## config.mk

```make
export PLATFORM = sky130hd
export DESIGN_NAME = dmem_access_unit
export DESIGN_NICKNAME = d
export VERILOG_FILES = /design/src/rtl/dmem_access_unit.sv
export SDC_FILE = /design/constraint.sdc
export NUM_CORES = 1
export LEC_CHECK = 0
export ABC_AREA = 1
export ABC_CLOCK_PERIOD_IN_PS = 1350
export CORE_ASPECT_RATIO = 1.1
export CORE_MARGIN = 3
export CORE_UTILIZATION = 43
export CTS_CLUSTER_SIZE = 25
export DETAILED_ROUTE_END_ITERATION = 12
export GPL_TIMING_DRIVEN = 0
export HOLD_SLACK_MARGIN = 0.15
export PLACE_DENSITY = 0.78
export SETUP_SLACK_MARGIN = 0.5
export SLEW_MARGIN = 0
export SYNTH_ARGS = -nofsm -noshare
export SYNTH_HDL_FRONTEND = slang
export SYNTH_SLANG_ARGS = --single-unit
```

## constraint.sdc

```tcl
create_clock -name clk -period 1.35 [get_ports clk]
set_input_delay 0.135 -clock clk [delete_from_list [all_inputs] [get_ports clk]]
set_output_delay 0.135 -clock clk [all_outputs]
set_load 0.02 [all_outputs]
```

## src/rtl/dmem_access_unit.sv

```systemverilog
// Load/store sequencer between the CPU memory stage and a word-wide data RAM.
// Loads extract and extend a lane; sub-word stores run as read-modify-write.
module dmem_access_unit (
  input  logic        clk,
  input  logic        rst_n,
  input  logic        req,
  input  logic        we,
  input  logic [1:0]  size,
  input  logic        sign_ext,
  input  logic [31:0] addr,
  input  logic [31:0] wdata,
  output logic [31:0] rdata,
  output logic        done,
  output logic        busy,
  output logic        exc,
  output logic        DM_cs,
  output logic        DM_r,
  output logic        DM_w,
  output logic [10:0] dm_addr,
  output logic [31:0] dm_wdata,
  input  logic [31:0] dm_rdata
);

  typedef enum logic [2:0] {IDLE, LD, ST, RMW_RD, RMW_WR} state_t;

  state_t      state_reg, state_next;
  logic [1:0]  size_reg;
  logic        sign_ext_reg;
  logic [12:0] addr_reg;
  logic [31:0] wdata_reg;
  logic [31:0] merge_reg;
  logic        misaligned;
  logic [7:0]  ld_byte;
  logic [15:0] ld_half;
  logic [31:0] ld_value;
  logic [31:0] merged;
  logic [3:0]  lane_en;

  always_comb begin
    misaligned = (size == 2'b11) ||
                 (size == 2'b01 && addr[0]) ||
                 (size == 2'b10 && addr[1:0] != 2'b00);
  end

  always_comb begin
    state_next = state_reg;
    unique case (state_reg)
      IDLE: begin
        if (req && !misaligned) begin
          if (!we)                  state_next = LD;
          else if (size == 2'b10)   state_next = ST;
          else                      state_next = RMW_RD;
        end
      end
      RMW_RD:         state_next = RMW_WR;
      LD, ST, RMW_WR: state_next = IDLE;
      default:        state_next = IDLE;
    endcase

    // RAM strobes depend only on state and latched fields, so they are stable all cycle
    DM_r     = (state_reg == LD) || (state_reg == RMW_RD);
    DM_w     = (state_reg == ST) || (state_reg == RMW_WR);
    DM_cs    = DM_r || DM_w;
    busy     = (state_reg != IDLE);
    dm_addr  = addr_reg[12:2];
    dm_wdata = '0;
    if (state_reg == ST)          dm_wdata = wdata_reg;
    else if (state_reg == RMW_WR) dm_wdata = merged;
  end

  always_comb begin
    ld_byte  = dm_rdata[{addr_reg[1:0], 3'b000} +: 8];
    ld_half  = dm_rdata[{addr_reg[1], 4'b0000} +: 16];
    ld_value = dm_rdata;
    case (size_reg)
      2'b00:   ld_value = {{24{sign_ext_reg & ld_byte[7]}}, ld_byte};
      2'b01:   ld_value = {{16{sign_ext_reg & ld_half[15]}}, ld_half};
      default: ld_value = dm_rdata;
    endcase
  end

  // Per-lane merge: a halfword store covers both lanes of the selected half.
  genvar gi;
  generate
    for (gi = 0; gi < 4; gi++) begin : g_lane
      localparam logic [1:0] LANE = 2'(gi);
      assign lane_en[gi] = (size_reg == 2'b00) ? (addr_reg[1:0] == LANE)
                                               : (addr_reg[1] == LANE[1]);
      assign merged[8*gi +: 8] = !lane_en[gi] ? merge_reg[8*gi +: 8] :
                                 ((size_reg == 2'b00) || !LANE[0]) ? wdata_reg[7:0]
                                                                   : wdata_reg[15:8];
    end
  endgenerate

  always_ff @(posedge clk or negedge rst_n) begin
    if (!rst_n) begin
      state_reg    <= IDLE;
      size_reg     <= 2'b00;
      sign_ext_reg <= 1'b0;
      addr_reg     <= '0;
      wdata_reg    <= '0;
      merge_reg    <= '0;
      rdata        <= '0;
      done         <= 1'b0;
      exc          <= 1'b0;
    end else begin
      state_reg <= state_next;
      done      <= (state_reg == LD) || (state_reg == ST) || (state_reg == RMW_WR);
      exc       <= (state_reg == IDLE) && req && misaligned;
      if (state_reg == IDLE && req) begin
        size_reg     <= size;
        sign_ext_reg <= sign_ext;
        addr_reg     <= addr[12:0];
        wdata_reg    <= wdata;
      end
      if (state_reg == LD)     rdata     <= ld_value;
      if (state_reg == RMW_RD) merge_reg <= dm_rdata;
    end
  end

endmodule

```

=== Word level (Yosys, flattened, before mapping) ===
Cells that the tools add are included.

* Bits of input ports: 103
* Bits in latches: 0
* RAM bits: 0
* Bits in read-only memories: 0
* Register bits after elaboration: 117
* Memories: 0
* Word-level logic and storage cells: 60

* $lt $le $gt $ge: 0
* Shift operators: 2
* Multiply operators: 0
* Bitwise logic cells: 3
* Equality and inequality tests: 12
* Reduce and logical (&&, ||, !) cells: 18
* Div/mod/pow operators: 0
* Multiplexer cells: 16
* $add $sub $neg: 0

{| class="wikitable"
|+ Operator list
! operator !! number
|-
| $mux 32 || 2
|-
| $pmux 32 s2 || 1
|-
| $mux 8 || 5
|-
| $shiftx 32x6->16 || 1
|-
| $shiftx 32x6->8 || 1
|-
| $eq 2x2->1 const B || 4
|-
| $logic_or 1x1->1 || 7
|-
| $eq 2x1->1 const B || 3
|-
| $eq 3x2->1 const B || 2
|-
| $pmux 3 s2 || 1
|-
| $logic_and 1x1->1 || 5
|-
| $mux 1 || 5
|-
| $logic_not 2->1 || 2
|-
| $eq 3x1->1 const B || 1
|-
| $eq 3x3->1 const B || 1
|-
| $logic_not 3->1 || 1
|-
| $mux 3 || 1
|-
| $reduce_bool 3->1 || 1
|-
| $and 1x1->1 || 2
|-
| $mux 2 || 1
|-
| $ne 2x2->1 const B || 1
|-
| $reduce_bool 2->1 || 1
|-
| $logic_not 1->1 || 1
|-
| $not 1->1 || 1
|}

=== Longest topological paths before layout ===
* Depth after elaboration: 8
* Depth in mapped cells: 10

=== Least setup slack after synthesis ===
No wires, ideal clock.

* Kind: reg-to-output
* Start: register size_reg[1]
* End: output port dm_wdata[29]
* Arrival time: 1,438 ps
* Slack: -223 ps
* Path buffers: 2
* Required time: 1,215 ps
* Stages on the path, launching flop included: 10
* Path through: dfrtp_1 -> buf_6 -> clkinv_1 -> nand2_4 -> nor2_4 -> nor2_4 -> buf_4 -> nand2_1 -> nand2_1 -> o22ai_1

* Cells in the longest elaborated chain, start to end: 5
* Elaborated cells on any way between the ends: 6

{| class="wikitable"
|+ Ends and longest elaborated chain
! item !! line !! RTL
|-
| start, declared || 27 || <nowiki>logic [1:0] size_reg;</nowiki>
|-
| start signal, assigned || 111 || <nowiki>size_reg <= size;</nowiki>
|-
| $logic_not 2->1 (*) || 87, 90 ||
|-
| $mux 8 / $mux 1 (equally long branches) || 90, 87 ||
|-
| $mux 8 (*) || 89 || <nowiki>assign merged[8*gi +: 8] = !lane_en[gi] ? merge_reg[8*gi +: 8] :</nowiki>
|-
| $mux 32 (*) || 68 || <nowiki>else if (state_reg == RMW_WR) dm_wdata = merged;</nowiki>
|-
| $mux 32 (*) || 67 || <nowiki>if (state_reg == ST) dm_wdata = wdata_reg;</nowiki>
|-
| end, declared || 20 || <nowiki>output logic [31:0] dm_wdata,</nowiki>
|}

Mark *: on every way between the ends. The rest lies on a longest branch, timed or not.

=== Worst setup path after layout ===
* Start: register size_reg[1]
* End: output port dm_wdata[24]

Same word-level chain as after synthesis.

==> impl_metrics.ini <==
[clocking]
path_clk_slew_ns = 0.06
htree_levels = 4
clockBufferDepth = 2
root_buffer = clkbuf_16
tritoncts = built
clock-sinks = 117
worstSkewPairLatency_ns = 0.43
numCtsBuffers = 17

[place]
portBuffers = 164
gp_congestion = 0.922
dp_hpwl_um = 14100

[timing]
grt_setup_unrepaired = true
fin_crit_sh_pct = 165
finalSetupViolCount = 153
drv_slew = 0
max_clock_freq_mhz = 449
min_period_ns = 2.23
hold_ws_ns = -0.369
finalSetupTns_ns = -77.84
setup_slack_ns = -0.877
hold_viol = 45
slew_headroom_pct = 58.0
skew_ns = 0.00827
worst_slew_pin_slew_ns = 0.623

[power_and_ir_drop]
clockPowerShare_pct = 28.8
power_switching_share_pct = 37.4
comb_power_share_pct = 39.0
p_int_mw = 10.4
seqPwrFrac_pct = 32.2
switchingPower_mw = 6.22
peakVddDrop_v = 0.000911
p_leak_nw = 5.08
power.density_nw_per_um2 = 1470
power_mw = 16.6

[global_routing]
grt_max_degree = 73
overflow = 0
grt_pass1_wl_um = 34700
grt_usage_pct = 29.5
antenna_found_initial = 0
grt_pass1_vias = 6500

[critical_path]
reg2reg_slack_ns = -0.66
startpoint_type = flip-flop
rr_worst_depth = 10
worstPathArrival_ns = 2.09
r2r_start = state_reg[0]
path_class = flip-flop to primary output
path_max_fanout = 6
endpoint = dm_wdata[24]
end_kind = primary output
crit_required_ns = 1.22
critPathLaunch = size_reg[1]
r2r-end = wdata_reg[30]

[yosys]
synth_seq_cells = 117
ys_types = 24
synth.net_count = 858
syn_avg_cell_area_um2 = 7.85
postSynthCellCount = 755
synth_seq_area_share_pct = 49.4
netlist_area_um2 = 5920
yosysWarningCount = 0

[detailed_routing]
ant_nets = 0
vias_per_cell = 5.88
via_count = 7114
wirelength_um = 29600
drt_iter0_markers = 796
dr.pass1.iters = 8
post_drt_wl_per_cell_um = 24.4
drc = 0

[die]
die_x_um = 118
core_um2 = 13300
ios = 184
die_area_um2 = 15200
initial_core_util_pct = 44.5
die_h_um = 129
num_rows = 44

[layout]
n_antenna_cell = 0
syn2layout_area_growth_pct = 91.3
fin_nets = 1117
layout-drive-gt1-share_pct = 55.0

[outcome]
status = finished with violations
violations = hold timing, setup timing

[flow_run]
drv_cap = 0

[min_path]
hold_class = primary input to async pin
-- synthesized netlist by cell type --
cell,count,area (um^2)
nand3_2,1,10.0
o22ai_1,24,150
dfrtp_1,117,2930
nand3_1,17,85.1
o21ai_1,4,20.0
nor3_1,3,15.0
buf_6,2,22.5
or2_2,16,100
nand2_1,199,747
o21ai_0,60,300
nor2_4,6,67.6
nand2_2,5,31.3
clkbuf_1,21,78.8
buf_4,13,97.6
nor2_1,59,221
buf_2,14,70.1
a21oi_2,10,87.6
clkinv_1,5,18.8
nand2_4,1,11.3
mux2_2,11,124
a21oi_1,84,420
o21ai_2,1,8.76
inv_2,6,22.5
inv_1,76,285
-- repair_timing --
item	CTS	global route
resized for setup	654	278
pin swaps	34	74
endpoints found under the hold margin	117	115
setup endpoints to repair	198	198
cloned	7	12
buffers inserted	33	23
-- worst max-delay path: stages (launching register included) --
cell and delay (ns):
dfrtp_1 0.38, buf_6 0.13, nor2_4 0.20, buf_6 0.16, nand2_1 0.08, o21ai_0 0.17, nand2_1 0.14, nand2_1 0.14
o22ai_2 0.10, buf_6 0.14
-- cells in the final DEF, fill, tap and decap left out, types with 18 or more instances in the layout --
cell type	instances
nor2_4	26
nand2_2	55
o21ai_0	25
buf_4	30
inv_1	60
o22ai_2	19
o21ai_1	18
nor2_1	20
a21oi_2	61
buf_6	124
nand2_1	117
dfrtp_1	113
inv_2	19
clkbuf_16	31
o21ai_2	18
nor2_2	19
nand2_4	28
clkdlybuf4s50_1	82
-- metal layers --
| metal | GRT usage, % | vias to the layer above | share of wire (%) |
|---|---|---|---|
| li1 | - | 2932 | - |
| met1 | 34.7 | 3408 | 35 |
| met2 | 49.8 | 584 | 48 |
| met3 | 7.46 | 190 | 9.5 |
| met4 | 16.9 | 0 | 7.7 |
| met5 | 0 | - | 0 |
-- cell families after synthesis --
group	Yosys count	synth area share [%]
buf+inv	137	10.1
compound gates	183	16.7
mux	11	2.09
simple gates	307	21.8
flops	117	49.4
-- power by group through the flow --
stage / registers (mW) / clock network [mW] / logic (mW)
floorplan: 5.22 / 0 / 2.19
global placement: 4.93 / 0 / 4.23
detailed placement: 4.93 / 0 / 4.30
CTS: 5.07 / 4.60 / 5.04
global route: 5.41 / 4.89 / 6.79
finish: 5.36 / 4.79 / 6.48
-- area by class of cell --
type / count / area (um^2)
Multi-Input combinational cell: 502 / 3860
Sequential cell: 117 / 2930
Timing Repair Buffer: 239 / 2680
Fill cell: 619 / 1990
Buffer: 50 / 673
Clock buffer: 18 / 439
Inverter: 87 / 364
Tap cell: 184 / 230
Clock inverter: 13 / 159
-- metrics by stage --
step           instance area (um^2)  util (%)  std cells  setup slack, ns  hold WS [ns]
3_3_place_gp                   8250      61.9       1103            -4.80         0.456
3_5_place_dp                   8280      62.2       1104           -0.828        0.0897
2_1_floorplan                  6380         -        755          -0.0651        -0.161
6_report                      11300      85.1       1210           -0.877        -0.369
4_1_cts                        9890      74.2       1175           -0.583        -0.344
5_1_grt                       11300      85.1       1210           -0.873        -0.344
-- worst min path at each step --
stage	from	endpoint	slack, ns
after floorplan	rst_n	addr_reg[0]	-0.16
after global placement	merge_reg[21]	merge_reg[21]	0.46
after detailed placement	rst_n	addr_reg[12]	0.09
after CTS	rst_n	addr_reg[12]	-0.34
after global routing	rst_n	addr_reg[12]	-0.34
final	rst_n	addr_reg[12]	-0.37
Power figures use the tool's default switching activity.
